$ cat config.mk
export PLATFORM = sky130hd
export DESIGN_NAME = ce_tick_scheduler
export DESIGN_NICKNAME = d
export VERILOG_FILES = /design/src/rtl/ce_tick_scheduler.sv
export SDC_FILE = /design/constraint.sdc
export NUM_CORES = 1
export LEC_CHECK = 0
export CORE_MARGIN = 3
export CORE_UTILIZATION = 52
export CTS_CLUSTER_SIZE = 28
export DETAILED_ROUTE_END_ITERATION = 16
export PLACE_DENSITY = 0.72
export SETUP_SLACK_MARGIN = 0.2
export SKIP_CTS_REPAIR_TIMING = 1
export SYNTH_ARGS = -nofsm -noshare
export SYNTH_HDL_FRONTEND = slang
export SYNTH_SLANG_ARGS = --single-unit
$ cat constraint.sdc
create_clock -name i_clk_mhz -period 3 [get_ports i_clk_mhz]
set_input_delay 0.6 -clock i_clk_mhz [delete_from_list [all_inputs] [get_ports i_clk_mhz]]
set_output_delay 0.6 -clock i_clk_mhz [all_outputs]
set_load 0.1 [all_outputs]
$ cat src/rtl/ce_tick_scheduler.sv
`default_nettype none
// ---------------------------------------------------------------------------
// ce_tick_scheduler : N-channel periodic/one-shot tick generator on a base CE
// Revision: 1.0
// ---------------------------------------------------------------------------
module ce_tick_scheduler #(
  parameter int par_num_chan  = 4,
  parameter int par_cnt_width = 16,
  localparam int CHAN_W = (par_num_chan > 1) ? $clog2(par_num_chan) : 1
) (
  input  logic                     i_clk_mhz,
  input  logic                     i_rst_mhz_n,
  input  logic                     i_ce_mhz,
  input  logic                     i_cfg_valid,
  output logic                     o_cfg_ready,
  input  logic [CHAN_W-1:0]        i_cfg_chan,
  input  logic                     i_cfg_start,
  input  logic                     i_cfg_oneshot,
  input  logic [par_cnt_width-1:0] i_cfg_period,
  output logic                     o_cfg_err,
  output logic [par_num_chan-1:0]  o_tick,
  output logic [par_num_chan-1:0]  o_running,
  output logic [par_num_chan-1:0]  o_expired
);

  typedef enum logic [1:0] {
    IDLE    = 2'd0,
    RUN     = 2'd1,
    EXPIRED = 2'd2
  } chan_state_t;

  logic                     accept;
  logic                     cmd_bad;
  logic                     cmd_pending;
  logic [CHAN_W-1:0]        cmd_chan;
  logic                     cmd_start;
  logic                     cmd_oneshot;
  logic [par_cnt_width-1:0] cmd_period;

  assign accept  = i_cfg_valid && o_cfg_ready;
  assign cmd_bad = (int'(i_cfg_chan) >= par_num_chan) ||
                   (i_cfg_start && (i_cfg_period == '0));

  // Command is captured on accept and applied one cycle later; ready stays
  // low during that apply cycle so commands can never overlap.
  always_ff @(posedge i_clk_mhz or negedge i_rst_mhz_n) begin
    if (!i_rst_mhz_n) begin
      o_cfg_ready <= 1'b0;
      o_cfg_err   <= 1'b0;
      cmd_pending <= 1'b0;
      cmd_chan    <= '0;
      cmd_start   <= 1'b0;
      cmd_oneshot <= 1'b0;
      cmd_period  <= '0;
    end else begin
      o_cfg_ready <= !accept;
      o_cfg_err   <= accept && cmd_bad;
      cmd_pending <= accept;
      if (accept) begin
        cmd_chan    <= i_cfg_chan;
        cmd_start   <= i_cfg_start;
        cmd_oneshot <= i_cfg_oneshot;
        cmd_period  <= i_cfg_period;
      end
    end
  end

  for (genvar g = 0; g < par_num_chan; g++) begin : g_chan
    chan_state_t              state;
    logic [par_cnt_width-1:0] count;
    logic [par_cnt_width-1:0] period;
    logic                     oneshot;
    logic                     tick_q;
    logic                     expired_q;
    logic                     hit;
    logic                     terminal;

    // An out-of-range channel index never matches, so it leaves all channels alone.
    assign hit      = cmd_pending && (cmd_chan == CHAN_W'(g));
    assign terminal = (count == period - par_cnt_width'(1));

    always_ff @(posedge i_clk_mhz or negedge i_rst_mhz_n) begin
      if (!i_rst_mhz_n) begin
        state     <= IDLE;
        count     <= '0;
        period    <= '0;
        oneshot   <= 1'b0;
        tick_q    <= 1'b0;
        expired_q <= 1'b0;
      end else begin
        tick_q <= 1'b0;
        if (hit) begin
          // A command always wins over a coincident terminal count.
          count     <= '0;
          expired_q <= 1'b0;
          if (cmd_start && (cmd_period != '0)) begin
            state   <= RUN;
            period  <= cmd_period;
            oneshot <= cmd_oneshot;
          end else begin
            state <= IDLE;
          end
        end else if ((state == RUN) && i_ce_mhz) begin
          if (terminal) begin
            tick_q <= 1'b1;
            count  <= '0;
            if (oneshot) begin
              state     <= EXPIRED;
              expired_q <= 1'b1;
            end
          end else begin
            count <= count + par_cnt_width'(1);
          end
        end
      end
    end

    assign o_tick[g]    = tick_q;
    assign o_running[g] = (state == RUN);
    assign o_expired[g] = expired_q;
  end

endmodule
`default_nettype wire
==> run summary <==
• 37 — number of buffer cells added on primary ports
• 0 — number of max-cap violations
• 0.317 — global routing usage on met1
• 0.228 — Overall Global Routing Usage
• 0.425 — Yosys top cell area share
• 7310 — vias in the first global route
• 20600 um^2 — full die area
• simple AND/OR/NAND/NOR gates — largest family of logic cells by synthesized area
• 0.237 — Slew HR
• 1.14 ns — transition time at the pin with the least slew margin
• 0.125 — multiplexer share of the synthesized area
• met2 — layer with the highest usage after global routing
• 842 nW/um^2 — Pwr Density
• 0.463 mV — highest ir drop seen on vdd
• 1095 — nets@finish
• 167 — Synth Register Bits
• 0 — Final Max Tran Viols
• 167 — clock sinks
• 87 — largest net degree at the start of global routing
• 0.0739 — xor/xnor share of the synthesized area
• 0.630 — core occupancy in the finished layout
• 0.105 — synthesized-area fraction occupied by ao, oa, aoi and oai cells
• 0.00472 uW — leakage power
• 0.0113 ns — Clock Skews
• 23800 um — wirelength, routed
• 1305 — Post-Layout Cell Count
• 0.26 ns — internal reg-to-reg setup slack
• 0 — number of antenna repair diodes
• 0 — antenna violations before repair
• flip-flop to flip-flop — critical path start-end classification
• 17 — number of buffers added by the clock tree synthesis step
• 18.2 um — routed len/inst
• g_chan[3].count[7]$_DFFE_PN0P_ — endpoint of the worst-slack reg-to-reg timing path
• 1054 — post-synthesis net count
• 0 — total grt overflow
• 38 — I/O pin total
• 4 — H-tree depth
• 0.225 — fraction of layout cells with a size suffix above 1
• 18300 um^2 — Core ar.
• 0 — post-route antenna net violation count
• 0 — number of setup violations in the final report
• 0.425 — portion of the post-synthesis area used by sequential elements
• 2 — Longest Clk Path Bufs
• 16100 um — sum of net half-perimeters after detailed placement
• 0.376 — grt met2 use
• input port to async pin — Hold WC Path Type
• flip-flop — category of the worst setup path launch point
• 1.00 — share of async-settable or async-resettable flops after synthesis
• sky130_fd_sc_hd__dfrtp_1 — prevailing post-synth register cell
• sky130_fd_sc_hd__dfrtp_1 42%, sky130_fd_sc_hd__mux2_2 10%, sky130_fd_sc_hd__xnor2_1 4.2% — ranking of synthesized cells by area
• 144 um — DIE HEIGHT
• 37800 um — first-pass GRT wire length
• true — RSZ-0062 raised after global routing
• 590 — initial drt markers
• 1262 — Inst Count DP
• 9 — Register-to-Register Path Depth
• 0 — number of hold violations in the final report
• 0 — Post-synth EDFFs
• 0 — number of remaining DRC errors
• g_chan[3].period[7]$_DFFE_PN0P_ — reg-to-reg startpoint
• 5 — Initial DRT Pass Iterations
• 3.31 ns — WP data required
• completed — outcome
• sky130_fd_sc_hd__clkbuf_16 — library cell used as clock root buffer
• sky130_fd_sc_hd__dfrtp_1 — cell type with the highest aggregate area in the netlist
• 68 — distinct cell type count of the synthesized netlist
• 144 um — Die W
• 6.13 — post-DR vias/cell
• 49 — cell row count
• 0.0102 — area share of fa/ha/maj cells after synthesis
• 0.0366 ns — pre-CTS setup slack
• 0.262 ns — setup slack after layout
• 0.913 — ratio of final minimum period to clock period
• 9840 um^2 — synthesized area
• 1470 — # fillers
• 0.539 — starting density of the core
• 16.8% — area growth from synthesis to layout
• 9.63 um^2 — Mapped Avg Cell Area
• 10500 um^2 — Placed Area
• 0.857 — global placer's final weighted congestion
• 3.05 ns — signal arrival time at the worst endpoint
• 0.07 ns — clock input transition at the sequential cells of the worst setup and hold paths
• 0 — warnings from Yosys
• yes — CTS tree
• 11500 um^2 — Finished Cell Area
• 15 — worst-path maximum fanout
• 8003 — total number of vias
• 0.222 — post-synthesis simple-gate area fraction
• 365 MHz — upper clock frequency limit
• 0.258 ns — Worst Hold Margin
• 1022 — gate count of the mapped netlist
• 2.74 ns — final critical-path required period
• 0.0389 — met3 layer usage reported by global route
• 0.43 ns — Worst-Skew Late Latency
• flip-flop — kind of capture point of the worst setup path
## registers in the layout, summed over array words and instances (netlist names)
| name | flops |
|---|---|
| cmd_chan | 2 |
| cmd_oneshot | 1 |
| cmd_pending | 1 |
| cmd_period | 16 |
| cmd_start | 1 |
| g_chan.count | 64 |
| g_chan.oneshot | 4 |
| g_chan.period | 64 |
| g_chan.state | 8 |
| g_chan.tick_q | 4 |
| o_cfg_err | 1 |
| o_cfg_ready | 1 |
## layer usage
layer,part of all wire,vias to the layer above
met5,0,-
met4,0.013,0
met3,0.031,32
met2,0.50,161
met1,0.46,3992
li1,-,3818
## cell type report
class	instances	area [um^2]	share of cell area
clock buffer	19	433	0.0376
clock inverter	13	170	0.0148
inverter	29	109	0.00946
multi-input combinational	765	5590	0.486
sequential	167	4180	0.364
tap	229	287	0.0249
timing repair buffer	83	727	0.0632
## cells in the mapped netlist (19+ instances only)
cell type and n:
sky130_fd_sc_hd__dfrtp_1 167, sky130_fd_sc_hd__clkbuf_1 42, sky130_fd_sc_hd__nor3_1 29, sky130_fd_sc_hd__nand2_1 93, sky130_fd_sc_hd__and3_1 34, sky130_fd_sc_hd__xnor2_1 47
sky130_fd_sc_hd__xor2_1 36, sky130_fd_sc_hd__nor2_1 47, sky130_fd_sc_hd__nand3_1 76, sky130_fd_sc_hd__o311ai_0 20, sky130_fd_sc_hd__mux2i_1 23, sky130_fd_sc_hd__a31oi_1 24
sky130_fd_sc_hd__nand4_1 29, sky130_fd_sc_hd__o21ai_0 32, sky130_fd_sc_hd__mux2_2 89, sky130_fd_sc_hd__nor4_1 19, sky130_fd_sc_hd__inv_1 29
## where the power goes
part	internal [uW]	switching, uW
sequential	2840	857
combinational	1810	1910
clock	1320	951
## worst max-delay path by stage
stage | startpoint | endpoint | slack [ns]
floorplan | g_chan[0].period[0]$_DFFE_PN0P_ | g_chan[0].count[15]$_DFFE_PN0P_ | 0.18
global placement | g_chan[0].period[0]$_DFFE_PN0P_ | g_chan[0].count[12]$_DFFE_PN0P_ | 0.14
detailed placement | g_chan[0].period[5]$_DFFE_PN0P_ | g_chan[0].count[13]$_DFFE_PN0P_ | 0.04
CTS | g_chan[0].period[5]$_DFFE_PN0P_ | g_chan[0].count[13]$_DFFE_PN0P_ | -0.01
global route | g_chan[3].period[3]$_DFFE_PN0P_ | g_chan[3].count[4]$_DFFE_PN0P_ | 0.12
finish | g_chan[3].period[7]$_DFFE_PN0P_ | g_chan[3].count[7]$_DFFE_PN0P_ | 0.26
## worst max-delay path: stages, from the launching register on
cell and delay, ns:
sky130_fd_sc_hd__dfrtp_1 0.38, sky130_fd_sc_hd__or3_4 0.39, sky130_fd_sc_hd__or4_4 0.44, sky130_fd_sc_hd__or2_0 0.25
sky130_fd_sc_hd__o21ai_1 0.14, sky130_fd_sc_hd__a31oi_1 0.12, sky130_fd_sc_hd__or4_4 0.47, sky130_fd_sc_hd__buf_6 0.18
sky130_fd_sc_hd__a31oi_1 0.16, sky130_fd_sc_hd__o22ai_1 0.09
## metrics by stage
step           setup TNS [ns]  power, uW
5_1_grt                     0      10300
2_1_floorplan               0       6120
3_3_place_gp                0       6970
3_5_place_dp                0       7070
4_1_cts               -0.0134       9380
6_report                    0       9690
## cell usage in the layout, fill, tap and decap left out, drive strengths merged, types with 23 or more instances in the layout
| cell | n |
|---|---|
| a31oi | 24 |
| and3 | 34 |
| buf | 60 |
| dfrtp | 167 |
| inv | 33 |
| mux2 | 89 |
| mux2i | 23 |
| nand2 | 93 |
| nand3 | 76 |
| nand4 | 29 |
| nor2 | 47 |
| nor3 | 29 |
| o21ai | 35 |
| xnor2 | 47 |
| xor2 | 36 |
## logic make-up after synthesis
group,after synthesis
buffers and inverters,90
XOR/XNOR,83
flip-flops,167
AO/OA/AOI/OAI,151
multiplexers,112
AND/OR/NAND/NOR,411
adder cells (fa/ha/maj),8
(Power assumes the default switching activity.)
